## config.mk

```make
export PLATFORM = sky130hd
export DESIGN_NAME = bram_window_reader
export DESIGN_NICKNAME = d
export VERILOG_FILES = /design/src/rtl/bram_window_reader.sv
export SDC_FILE = /design/constraint.sdc
export NUM_CORES = 1
export LEC_CHECK = 0
export CAP_MARGIN = 20
export CORE_MARGIN = 5
export CORE_UTILIZATION = 25
export CTS_CLUSTER_SIZE = 20
export DETAILED_ROUTE_END_ITERATION = 10
export PLACE_DENSITY = 0.53
export SLEW_MARGIN = 30
export SYNTH_ARGS = -nofsm -noshare
export SYNTH_HDL_FRONTEND = slang
export SYNTH_SLANG_ARGS = --single-unit
```

## constraint.sdc

```tcl
create_clock -name clk -period 18.6 [get_ports clk]
set_clock_uncertainty 0.1 [all_clocks]
set_input_delay 4.65 -clock clk [delete_from_list [all_inputs] [get_ports clk]]
set_output_delay 4.65 -clock clk [all_outputs]
set_load 0.01 [all_outputs]
```

## src/rtl/bram_window_reader.sv

```systemverilog
`default_nettype none
// ============================================================================
// Module   : bram_window_reader
// Function : Raster-scan read master for a 3-read-port frame BRAM. Streams the
//            vertical pixel column (y-1, y, y+1) of every scanned pixel as a
//            valid/ready beat through a 2-entry output buffer.
//            Optional macro BORDER_REPLICATE_EN: scan every row and replicate
//            the top/bottom row at the frame edges.
// Revision : 1.0
// ============================================================================
module bram_window_reader #(
    parameter int DATA_WIDTH = 22,
    parameter int ADDR_WIDTH = 18,
    parameter int IMG_WIDTH  = 384,
    parameter int IMG_HEIGHT = 384
) (
    input  logic                  clk,
    input  logic                  rst,
    input  logic                  start,
    input  logic [ADDR_WIDTH-1:0] base_addr,
    output logic                  busy,
    output logic                  done,
    output logic [ADDR_WIDTH-1:0] rd_addr0,
    output logic [ADDR_WIDTH-1:0] rd_addr1,
    output logic [ADDR_WIDTH-1:0] rd_addr2,
    input  logic [DATA_WIDTH-1:0] dout0,
    input  logic [DATA_WIDTH-1:0] dout1,
    input  logic [DATA_WIDTH-1:0] dout2,
    output logic                  m_valid,
    input  logic                  m_ready,
    output logic [DATA_WIDTH-1:0] m_top,
    output logic [DATA_WIDTH-1:0] m_mid,
    output logic [DATA_WIDTH-1:0] m_bot,
    output logic [15:0]           m_x,
    output logic [15:0]           m_y,
    output logic                  m_last
);

`ifdef BORDER_REPLICATE_EN
    localparam int c_Y0 = 0;
    localparam int c_Y1 = IMG_HEIGHT - 1;
`else
    localparam int c_Y0 = 1;
    localparam int c_Y1 = IMG_HEIGHT - 2;
`endif

    localparam logic [15:0]           c_X_LAST    = 16'(IMG_WIDTH - 1);
    localparam logic [15:0]           c_Y_FIRST   = 16'(c_Y0);
    localparam logic [15:0]           c_Y_LAST    = 16'(c_Y1);
    localparam logic [ADDR_WIDTH-1:0] c_ROW       = ADDR_WIDTH'(IMG_WIDTH);
    localparam logic [ADDR_WIDTH-1:0] c_FIRST_OFS = ADDR_WIDTH'(c_Y0 * IMG_WIDTH);

    // Buffer entry layout: {last, y, x, bot, mid, top}
    localparam int c_EW     = 3 * DATA_WIDTH + 33;
    localparam int c_X_LSB  = 3 * DATA_WIDTH;
    localparam int c_Y_LSB  = 3 * DATA_WIDTH + 16;
    localparam int c_LAST_B = 3 * DATA_WIDTH + 32;

    typedef enum logic [1:0] {
        S_IDLE  = 2'd0,
        S_RUN   = 2'd1,
        S_DRAIN = 2'd2,
        S_DONE  = 2'd3
    } state_t;

    state_t                  state_q;
    logic                    busy_q;
    logic                    done_q;
    logic [15:0]             x_q;
    logic [15:0]             y_q;
    logic [ADDR_WIDTH-1:0]   nxt0_q;
    logic [ADDR_WIDTH-1:0]   nxt1_q;
    logic [ADDR_WIDTH-1:0]   nxt2_q;
    logic [ADDR_WIDTH-1:0]   addr0_q;
    logic [ADDR_WIDTH-1:0]   addr1_q;
    logic [ADDR_WIDTH-1:0]   addr2_q;

    logic                    infl_q;
    logic [15:0]             infl_x_q;
    logic [15:0]             infl_y_q;
    logic                    infl_last_q;

    logic                    val0_q;
    logic                    val1_q;
    logic [c_EW-1:0]         ent0_q;
    logic [c_EW-1:0]         ent1_q;

    logic                    w_pop;
    logic [1:0]              w_cnt;
    logic                    w_room;
    logic                    w_issue;
    logic                    w_row_end;
    logic                    w_last_rd;
    logic [ADDR_WIDTH-1:0]   w_a0;
    logic [ADDR_WIDTH-1:0]   w_a2;
    logic [c_EW-1:0]         w_new;

    assign w_pop     = val0_q & m_ready;
    assign w_cnt     = {1'b0, val0_q} + {1'b0, val1_q};
    assign w_room    = (w_cnt + {1'b0, infl_q}) < 2'd2;
    // A pop frees a slot on the same edge, so issuing alongside it keeps one beat per clock.
    assign w_issue   = (state_q == S_RUN) & (w_room | w_pop);
    assign w_row_end = (x_q == c_X_LAST);
    assign w_last_rd = w_row_end & (y_q == c_Y_LAST);
    assign w_new     = {infl_last_q, infl_y_q, infl_x_q, dout2, dout1, dout0};

`ifdef BORDER_REPLICATE_EN
    assign w_a0 = (y_q == c_Y_FIRST) ? nxt1_q : nxt0_q;
    assign w_a2 = (y_q == c_Y_LAST)  ? nxt1_q : nxt2_q;
`else
    assign w_a0 = nxt0_q;
    assign w_a2 = nxt2_q;
`endif

    // Raster order keeps each row's addresses contiguous, so a row change is
    // just another +1 on all three running addresses.
    always_ff @(posedge clk or posedge rst) begin
        if (rst) begin
            state_q <= S_IDLE;
            busy_q  <= 1'b0;
            done_q  <= 1'b0;
            x_q     <= '0;
            y_q     <= '0;
            nxt0_q  <= '0;
            nxt1_q  <= '0;
            nxt2_q  <= '0;
            addr0_q <= '0;
            addr1_q <= '0;
            addr2_q <= '0;
        end else begin
            done_q <= 1'b0;
            if (w_issue) begin
                addr0_q <= w_a0;
                addr1_q <= nxt1_q;
                addr2_q <= w_a2;
                nxt0_q  <= nxt0_q + 1'b1;
                nxt1_q  <= nxt1_q + 1'b1;
                nxt2_q  <= nxt2_q + 1'b1;
                if (w_row_end) begin
                    x_q <= '0;
                    y_q <= y_q + 16'd1;
                end else begin
                    x_q <= x_q + 16'd1;
                end
            end
            case (state_q)
                S_IDLE: begin
                    if (start) begin
                        busy_q  <= 1'b1;
                        state_q <= S_RUN;
                        x_q     <= '0;
                        y_q     <= c_Y_FIRST;
                        nxt0_q  <= base_addr + c_FIRST_OFS - c_ROW;
                        nxt1_q  <= base_addr + c_FIRST_OFS;
                        nxt2_q  <= base_addr + c_FIRST_OFS + c_ROW;
                    end
                end
                S_RUN: begin
                    if (w_issue && w_last_rd) begin
                        state_q <= S_DRAIN;
                    end
                end
                S_DRAIN: begin
                    if (!val0_q && !infl_q) begin
                        state_q <= S_DONE;
                        done_q  <= 1'b1;
                    end
                end
                S_DONE: begin
                    busy_q  <= 1'b0;
                    state_q <= S_IDLE;
                end
            endcase
        end
    end

    always_ff @(posedge clk or posedge rst) begin
        if (rst) begin
            infl_q      <= 1'b0;
            infl_x_q    <= '0;
            infl_y_q    <= '0;
            infl_last_q <= 1'b0;
        end else begin
            infl_q <= w_issue;
            if (w_issue) begin
                infl_x_q    <= x_q;
                infl_y_q    <= y_q;
                infl_last_q <= w_last_rd;
            end
        end
    end

    // Entry 0 is the head and drives the stream outputs directly.
    always_ff @(posedge clk or posedge rst) begin
        if (rst) begin
            val0_q <= 1'b0;
            val1_q <= 1'b0;
            ent0_q <= '0;
            ent1_q <= '0;
        end else begin
            case ({infl_q, w_pop})
                2'b01: begin
                    ent0_q <= ent1_q;
                    val0_q <= val1_q;
                    val1_q <= 1'b0;
                end
                2'b10: begin
                    if (!val0_q) begin
                        ent0_q <= w_new;
                        val0_q <= 1'b1;
                    end else begin
                        ent1_q <= w_new;
                        val1_q <= 1'b1;
                    end
                end
                2'b11: begin
                    if (val1_q) begin
                        ent0_q <= ent1_q;
                        ent1_q <= w_new;
                    end else begin
                        ent0_q <= w_new;
                    end
                end
                default: ;
            endcase
        end
    end

    assign busy     = busy_q;
    assign done     = done_q;
    assign rd_addr0 = addr0_q;
    assign rd_addr1 = addr1_q;
    assign rd_addr2 = addr2_q;
    assign m_valid  = val0_q;
    assign m_top    = ent0_q[DATA_WIDTH-1:0];
    assign m_mid    = ent0_q[2*DATA_WIDTH-1:DATA_WIDTH];
    assign m_bot    = ent0_q[3*DATA_WIDTH-1:2*DATA_WIDTH];
    assign m_x      = ent0_q[c_X_LSB +: 16];
    assign m_y      = ent0_q[c_Y_LSB +: 16];
    assign m_last   = ent0_q[c_LAST_B];

endmodule

`default_nettype wire

```

* Yosys cells after proc, flatten, opt, wreduce, memory -nomap -nowiden *
Cells that the tools add are included.

cells by class
  add/subtract/negate cells = 10
  $mul = 0
  div/mod/pow operators = 0
  $lt $le $gt $ge = 1
  eq/ne operators = 14
  shift-type cells = 0
  muxes and demuxes = 34
  bitwise logic cells = 4
  reduce and logical (&&, ||, !) cells = 14

operators with widths
  kind                                                                    number
  99-bit two-way mux                                                      4
  99-bit case mux with 3 select lines                                     1
  99-bit case mux with 2 select lines                                     1
  18-bit two-way mux                                                      9
  16-bit two-way mux                                                      8
  18-bit by 1-bit adder with 18-bit output, second input constant         3
  18-bit by 9-bit adder with 18-bit output, second input constant         2
  16-bit by 1-bit adder with 16-bit output, second input constant         2
  16-bit by 9-bit equality test with 1-bit output, second input constant  2
  18-bit by 9-bit subtractor with 18-bit output, second input constant    1
  2-bit inequality test, second input constant                            5
  2-bit equality test, second input constant                              4
  2-bit case mux with 4 select lines                                      1
  2-bit two-way mux                                                       3
  1-bit case mux with 2 select lines                                      3
  2-bit AND reduction                                                     3
  3-bit AND reduction                                                     2
  2-bit nonzero test                                                      3
  2-bit by 1-bit equality test with 1-bit output, second input constant   2
  1-bit two-way mux                                                       4
  1-bit bitwise AND                                                       3
  3-bit nonzero test                                                      1
  1-bit by 1-bit adder with 2-bit output                                  1
  2-bit by 1-bit adder with 2-bit output                                  1
  6 further kinds                                                         8

word-level totals
  flip-flop bits (word level) = 378
  latch bits = 0
  memory bits (writable) = 0
  ROM bits = 0
  bits of input ports = 88
  output and inout port bits = 156
  word-level logic and storage cells = 96
  memories = 0

* Depth between registers and ports, before layout *
Gate-level depths: netlist of run 1.

  depth in word-level cells = 8
  gate-level depth with buffers = 11
  gate-level depth less buffers = 9

* Least setup slack after synthesis of run 1 *
OpenSTA, ideal clock, no wires.

  path kind = input to register
  from = in base_addr[8]
  to = reg nxt0_q[16]
  setup time = 0.126 ns
  arrival = 6.640 ns
  required time = 18.374 ns
  slack = 11.734 ns
  stages = 10
  buffers on the path = 2
  cells stage by stage = buf_2 > inv_1 > ha_1 > buf_6 > or3b_4 > a221oi_2 > o221ai_2 > or3_1 > a21oi_1 > a21oi_1

between the ends
  longest elaborated chain between the ends = 4

ends and longest elaborated chain
  what                                           RTL line  text
  from (decl)                                    20        input logic [ADDR_WIDTH-1:0] base_addr,
  18-bit by 9-bit adder with 18-bit output       153       nxt0_q <= base_addr + c_FIRST_OFS - c_ROW;
  18-bit by 9-bit subtractor with 18-bit output  153
  18-bit two-way mux                             148       if (start) begin
  18-bit two-way mux                             146       case (state_q)
  to (signal assigned)                           136       nxt0_q <= nxt0_q + 1'b1;
  to (signal assigned)                           153
  to (decl)                                      71        logic [ADDR_WIDTH-1:0] nxt0_q;

Every way passes these cells.
A chain may end at the register's enable or synchronous reset.

* Worst setup path after layout of run 1 *
  from = in base_addr[7]
  to = reg nxt0_q[16]

Same word-level chain as after synthesis.

==> results of run 1 <==
[power groups by stage]
stage	Combinational (W)	Sequential, W	Clock (W)
6_report	0.00122	0.00131	0.000948
5_1_grt	0.00135	0.00135	0.00102
4_1_cts	0.00123	0.00131	0.000982
3_5_place_dp	0.00123	0.00132	0
3_3_place_gp	0.00119	0.00131	0
2_1_floorplan	0.000673	0.00133	0
[worst paths after layout]
path	slack, ps	endpoint	cells after the start
min in group asynchronous	4580	rd_addr2[7]$_DFFE_PP0P_	2
max reg2reg	14850	nxt2_q[14]$_DFF_PP0_	10
min reg2reg	380	rd_addr2[7]$_DFFE_PP0P_	2
max in group asynchronous	12370	ent1_q[1]$_DFFE_PP0P_	4
max	11200	nxt0_q[16]$_DFF_PP0_	9
min	380	rd_addr2[7]$_DFFE_PP0P_	2
[through the flow]
| stage | total power [W] | std cells | setup WS [ps] | hold slack, ps |
|---|---|---|---|---|
| 2_1_floorplan | 0.002002 | 1642 | 3349 | 358.6 |
| 3_3_place_gp | 0.002499 | 2673 | 10290 | 360.6 |
| 3_5_place_dp | 0.002552 | 2676 | 10240 | 361.7 |
| 4_1_cts | 0.003527 | 2758 | 10890 | 381.8 |
| 5_1_grt | 0.003716 | 2761 | 10980 | 390.5 |
| 6_report | 0.003473 | 2762 | 11200 | 377.5 |
[worst max-delay path: cells and delay by family]
kind / cells / cell delay [ps]
buffers and inverters: 2 / 1050
AND/OR/NAND/NOR: 2 / 790
AO/OA/AOI/OAI: 4 / 730
adder cells (fa/ha/maj): 1 / 500
[flip-flops by register name (all words and copies together) (netlist names), 18 cells and up]
name / cells
rd_addr0: 18
rd_addr2: 18
rd_addr1: 18
ent0_q: 99
ent1_q: 99
nxt0_q: 18
nxt1_q: 18
nxt2_q: 18
[metal layers]
metal	up-vias	wire length, um	track usage
met5	-	0	0
met4	0	1069	0.03563
met3	63	2106	0.02558
met2	259	21860	0.2025
met1	6216	20590	0.1604
li1	6060	-	-
[final cells by class]
cell class | instances | share of cell area
inverter | 24 | 0.004679
sequential | 378 | 0.4314
clock buffer | 64 | 0.05780
tap | 873 | 0.04981
multi-input combinational | 1143 | 0.3182
clock inverter | 18 | 0.01512
antenna | 1 | 0.0001141
timing repair buffer | 261 | 0.1229
[cells by family (layout without fill, tap and decap cells)]
kind of cell | count (synthesis) | count (layout)
other | 0 | 1
multiplexers | 115 | 115
adder cells (fa/ha/maj) | 19 | 19
XOR/XNOR | 97 | 97
buffers and inverters | 121 | 367
AND/OR/NAND/NOR | 597 | 597
AO/OA/AOI/OAI | 315 | 315
flip-flops | 378 | 378
[cell usage in the layout (no fill, tap or decap), types with 6 or more instances in the layout]
| cell | n |
|---|---|
| or3_1 | 8 |
| and3_1 | 17 |
| bufinv_16 | 8 |
| dfrtp_1 | 378 |
| clkbuf_1 | 12 |
| clkbuf_8 | 7 |
| nand2_1 | 408 |
| nor4_1 | 7 |
| xor2_1 | 55 |
| mux2i_1 | 14 |
| o21ai_0 | 136 |
| xnor2_1 | 42 |
| and2_1 | 6 |
| inv_1 | 21 |
| nand4_1 | 18 |
| a22oi_1 | 100 |
| ha_1 | 19 |
| mux2_2 | 101 |
| nor2_1 | 63 |
| nor3_1 | 16 |
| buf_4 | 9 |
| clkdlybuf4s50_1 | 243 |
| nand3_1 | 18 |
| a21oi_1 | 42 |
| and4_1 | 10 |
| clkbuf_16 | 45 |
==> results.json, run 1 <==
{
  "start_kind": "primary input",
  "cts_sinks": 378,
  "async_reset_ff_frac": 1.000,
  "synthTopCellsByArea": "dfrtp_1 (56%), nand2_1 (9.1%), mux2_2 (6.7%), a22oi_1 (4.4%), o21ai_0 (4.0%)",
  "multi_input_area_um2": 6978,
  "slowest_delay_ps": 860,
  "period_minus_slack_ps": 7401,
  "synth_compound_area_frac": 0.1166,
  "comb_power_share": 0.350,
  "postCtsHoldBufs": 0,
  "yosys.area_share.simple": 0.1537,
  "path_common_cell": "a21oi_1",
  "ys_seq_elements": 378,
  "clk_path_buf_depth": 3,
  "end_kind": "flip-flop",
  "cts-resized-gates": 0,
  "drive_gt1_frac": 0.1123,
  "final_util": 0.3271,
  "cts_tree": "done",
  "netlist_top_cells_count": "nand2_1 (409), dfrtp_1 (378), o21ai_0 (136)",
  "die_w_um": 269.9,
  "avgSynthCellArea_um2": 10.28,
  "setup_tns_ps": 0,
  "synth_top_area_cell": "dfrtp_1",
  "critPathKind": "primary input to flip-flop",
  "synth_nets": 1749,
  "core_um2": 67040,
  "syn_inst": 1642,
  "status": "finished clean",
  "p_clk_frac": 0.273,
  "p_sw_w": 0.001205,
  "hold_path.class": "flip-flop to flip-flop",
  "leakage_nw": 9.456,
  "die_y_um": 269.9,
  "track_usage": 0.1217,
  "route.detailed.drc": 0,
  "netlist_area_um2": 16890,
  "ios": 244,
  "sequentialPowerShare": 0.377,
  "layout.nets": 1959,
  "critPathLaunch": "base_addr[7]",
  "cts_setup_buffers": 0,
  "synthXorXnorAreaFrac": 0.05031,
  "via_per_inst": 4.561,
  "muxShareOfSynthArea": 0.07565,
  "slew_headroom": 0.3798,
  "fin_area_um2": 21930,
  "finalCritPeriodShare": 0.3979,
  "switching_share": 0.3470,
  "required_ps": 18920,
  "wirelength_mm": 45.63,
  "place.gp.congestion": 0.7927,
  "yosys.area.top_type_share": 0.5602,
  "ant_nets": 0,
  "grt_max_degree": 175,
  "grt_pass1_wl_mm": 73.22,
  "antenna_found_initial": 1,
  "setup_viol_count_final": 0,
  "start_util": 0.2519,
  "area.sequential_um2": 9459,
  "critPathMaxFanout": 17,
  "path_clk_slew_ps": 60,
  "rr_startpoint": "infl_q$_DFF_PP0_",
  "port_buffers": 243,
  "area_delta_synth_final_pct": 29.86,
  "peakVddDrop_mv": 0.06670,
  "crit_chain": "clkdlybuf4s50_1, inv_1, ha_1, or3b_4, a221oi_2, o221ai_2, or3_1, a21oi_1, a21oi_1",
  "cts_max_level": 2,
  "clk_latency_ps": 570,
  "rows": 95,
  "wl_per_cell_um": 16.52,
  "drv_cap": 0,
  "p_int_w": 0.002268,
  "cts-root-buf": "clkbuf_16",
  "synth_flop_cell": "dfrtp_1",
  "slew_violations": 0,
  "synth.distinct_cells": 61,
  "ys_warn_count": 0,
  "synth_most_common_cell": "nand2_1",
  "ys_seq_area_frac": 0.5602,
  "fillCellCount": 6863,
  "vias": 12600,
  "synth_top_family_by_area": "simple AND/OR/NAND/NOR gates",
  "hpwl_mm": 30.57,
  "drt_iter0_drc": 720,
  "place_area_um2": 20240,
  "synth_edf_count": 0,
  "p_per_area_nw_per_um2": 158.4,
  "grt_pass1_vias": 12880,
  "hold_viol": 0,
  "tightest_slew_ps": 930.4,
  "max_clock_freq_mhz": 135.1,
  "min_from": "rd_addr2[7]$_DFFE_PP0P_",
  "gr-total-overflow": 0,
  "synthAdderAreaFrac": 0.01408,
  "die-area_um2": 72840,
  "crit_path_top_delay_cell": "clkdlybuf4s50_1",
  "cts_buffers": 44,
  "grt_setup_unrepaired": "false",
  "cp.arrival_ps": 7720,
  "firstDrtPassIters": 5
}
(Power assumes the default switching activity.)
==> run 2: changes to the inputs <==
Settings changed: PLACE_DENSITY 0.53 to 0.54.
Clock period 18.6 ns to 6.35 ns, I/O delays scaled along.
==> run 2 against run 1 <==
Sequential cell count is the same. Hold slack got worse by 6.6 ps. Final cell count grew 0.11%. Via count grew 1.3%. Power increased to 3.0 times the previous value. Critical path type unchanged. Largest cell class unchanged.
==> results.json, run 2 (synthesized netlist as in run 1, its figures left out) <==
{
  "status": "finished clean",
  "period_minus_slack_ps": 4357,
  "p_clk_frac": 0.278,
  "gr-total-overflow": 0,
  "rr_startpoint": "m_valid$_DFFE_PP0P_",
  "leakage_nw": 9.499,
  "clk_path_buf_depth": 3,
  "finalCritPeriodShare": 0.6862,
  "start_util": 0.2519,
  "drv_cap": 0,
  "cts_buffers": 45,
  "place.gp.congestion": 0.8328,
  "track_usage": 0.1240,
  "r2r_slack_ps": 3010,
  "required_ps": 6680,
  "core_um2": 67040,
  "switching_share": 0.3464,
  "tightest_slew_ps": 880.8,
  "slew_violations": 0,
  "cts_sinks": 378,
  "p_int_w": 0.006705,
  "reg_top3": "ent0_q (99), ent1_q (99)",
  "drt_iter0_drc": 851,
  "die-area_um2": 72840,
  "hold_path.class": "flip-flop to flip-flop",
  "vias": 12760,
  "grt_setup_unrepaired": "false",
  "place_area_um2": 20350,
  "hpwl_mm": 30.73,
  "firstDrtPassIters": 5,
  "p_sw_w": 0.003554,
  "wl_per_cell_um": 16.64,
  "area_delta_synth_final_pct": 30.31,
  "setup_viol_count_final": 0,
  "layout.nets": 1962,
  "route.detailed.drc": 0,
  "max_clock_freq_mhz": 229.5,
  "peakVddDrop_mv": 0.2148,
  "antenna_found_initial": 2,
  "slew_headroom": 0.4128,
  "wirelength_mm": 46.01,
  "cts_max_level": 2,
  "min_from": "rd_addr1[17]$_DFFE_PP0P_",
  "ant_nets": 0,
  "place_ws_ps": 1465,
  "final_cell_mix": "nand2_1 (408), dfrtp_1 (378), clkdlybuf4s50_1 (243), o21ai_0 (136), mux2_2 (101)",
  "cts_setup_buffers": 0,
  "grt_max_degree": 133,
  "path_clk_slew_ps": 60,
  "grt_pass1_vias": 13150,
  "cts_tree": "done",
  "hold_viol": 0,
  "clk_latency_ps": 570,
  "start_kind": "primary input",
  "fin_area_um2": 22000,
  "cts-resized-gates": 0,
  "p_per_area_nw_per_um2": 466.2,
  "sequentialPowerShare": 0.372,
  "cts-root-buf": "clkbuf_16",
  "die_w_um": 269.9,
  "comb_power_share": 0.350,
  "critPathMaxFanout": 17,
  "critPathLaunch": "base_addr[7]",
  "end_kind": "flip-flop",
  "layout_commonest_cell": "nand2_1",
  "port_buffers": 243,
  "postCtsHoldBufs": 0,
  "via_per_inst": 4.616,
  "layout_setup_ws_ps": 1993,
  "fillCellCount": 6756,
  "rows": 95,
  "grt_pass1_wl_mm": 74.61,
  "drive_gt1_frac": 0.1169,
  "die_y_um": 269.9,
  "cp.arrival_ps": 4690,
  "critPathKind": "primary input to flip-flop",
  "ios": 244
}
==> run 2: cell count changes in the layout (fill, tap and decap cells not counted) <==
| cell | previous run | this run |
|---|---|---|
| buf_12 | 1 | 6 |
| buf_16 | 5 | 3 |
| buf_8 | 1 | 0 |
| bufinv_16 | 8 | 9 |
| clkbuf_1 | 12 | 5 |
| clkbuf_16 | 45 | 46 |
| clkbuf_8 | 7 | 6 |
| clkinv_2 | 4 | 9 |
| clkinv_8 | 0 | 1 |
| diode_2 | 1 | 2 |
| inv_12 | 1 | 0 |
| inv_16 | 2 | 1 |
| inv_2 | 2 | 1 |
| inv_6 | 0 | 3 |
==> run 2: worst paths after layout <==
kind / end / cells past startpoint
min in group asynchronous: rd_addr2[7]$_DFFE_PP0P_ / 2
worst min register to register: rd_addr1[17]$_DFFE_PP0P_ / 2
worst max-delay path: nxt0_q[16]$_DFF_PP0_ / 9
worst min-delay path: rd_addr1[17]$_DFFE_PP0P_ / 2
worst max register to register: nxt1_q[7]$_DFF_PP0_ / 10
max in group asynchronous: ent0_q[44]$_DFFE_PP0P_ / 3
==> run 2: per-stage QoR <==
step | utilization | hold slack, ps | setup TNS, ps | instances | total power (W)
2_1_floorplan | - | 358.6 | -157080 | 1642 | 0.005865
3_3_place_gp | 0.3022 | 360.7 | 0 | 2678 | 0.007362
3_5_place_dp | 0.3035 | 365.0 | 0 | 2681 | 0.007523
4_1_cts | 0.3281 | 381.4 | 0 | 2763 | 0.01047
5_1_grt | 0.3281 | 398.2 | 0 | 2763 | 0.01098
6_report | 0.3282 | 370.9 | 0 | 2765 | 0.01026
==> run 2: cell type report <==
| class | instances | area (um^2) | share of cell area |
|---|---|---|---|
| clock buffer | 57 | 1252 | 0.05692 |
| sequential | 378 | 9459 | 0.4299 |
| inverter | 24 | 95.09 | 0.004322 |
| multi-input combinational | 1143 | 6978 | 0.3171 |
| tap | 873 | 1092 | 0.04964 |
| antenna | 2 | 5.005 | 0.0002275 |
| clock inverter | 25 | 396.6 | 0.01803 |
| timing repair buffer | 263 | 2725 | 0.1238 |
==> run 2: layer usage <==
layer | GRT usage | share of wire | vias to the layer above | routed length (um)
li1 | - | - | 6074 | -
met4 | 0.04688 | 0.035 | 0 | 1620
met1 | 0.1587 | 0.44 | 6276 | 20130
met2 | 0.2061 | 0.48 | 311 | 21890
met5 | 0 | 0 | - | 0
met3 | 0.02709 | 0.052 | 101 | 2371
==> run 2: power by group through the flow <==
| stage | clock network [W] | registers, W | logic [W] |
|---|---|---|---|
| after floorplan | 0 | 0.00389 | 0.00197 |
| after global placement | 0 | 0.00383 | 0.00354 |
| after detailed placement | 0 | 0.00386 | 0.00367 |
| after CTS | 0.00296 | 0.00382 | 0.00368 |
| after global routing | 0.00306 | 0.00393 | 0.00399 |
| final | 0.00285 | 0.00382 | 0.00359 |
==> run 2: critical path: stages <==
cell,delay (ps)
clkdlybuf4s50_1,850
inv_1,200
ha_1,490
or3b_4,430
a221oi_2,340
o221ai_2,170
or3_1,370
a21oi_1,180
a21oi_1,60
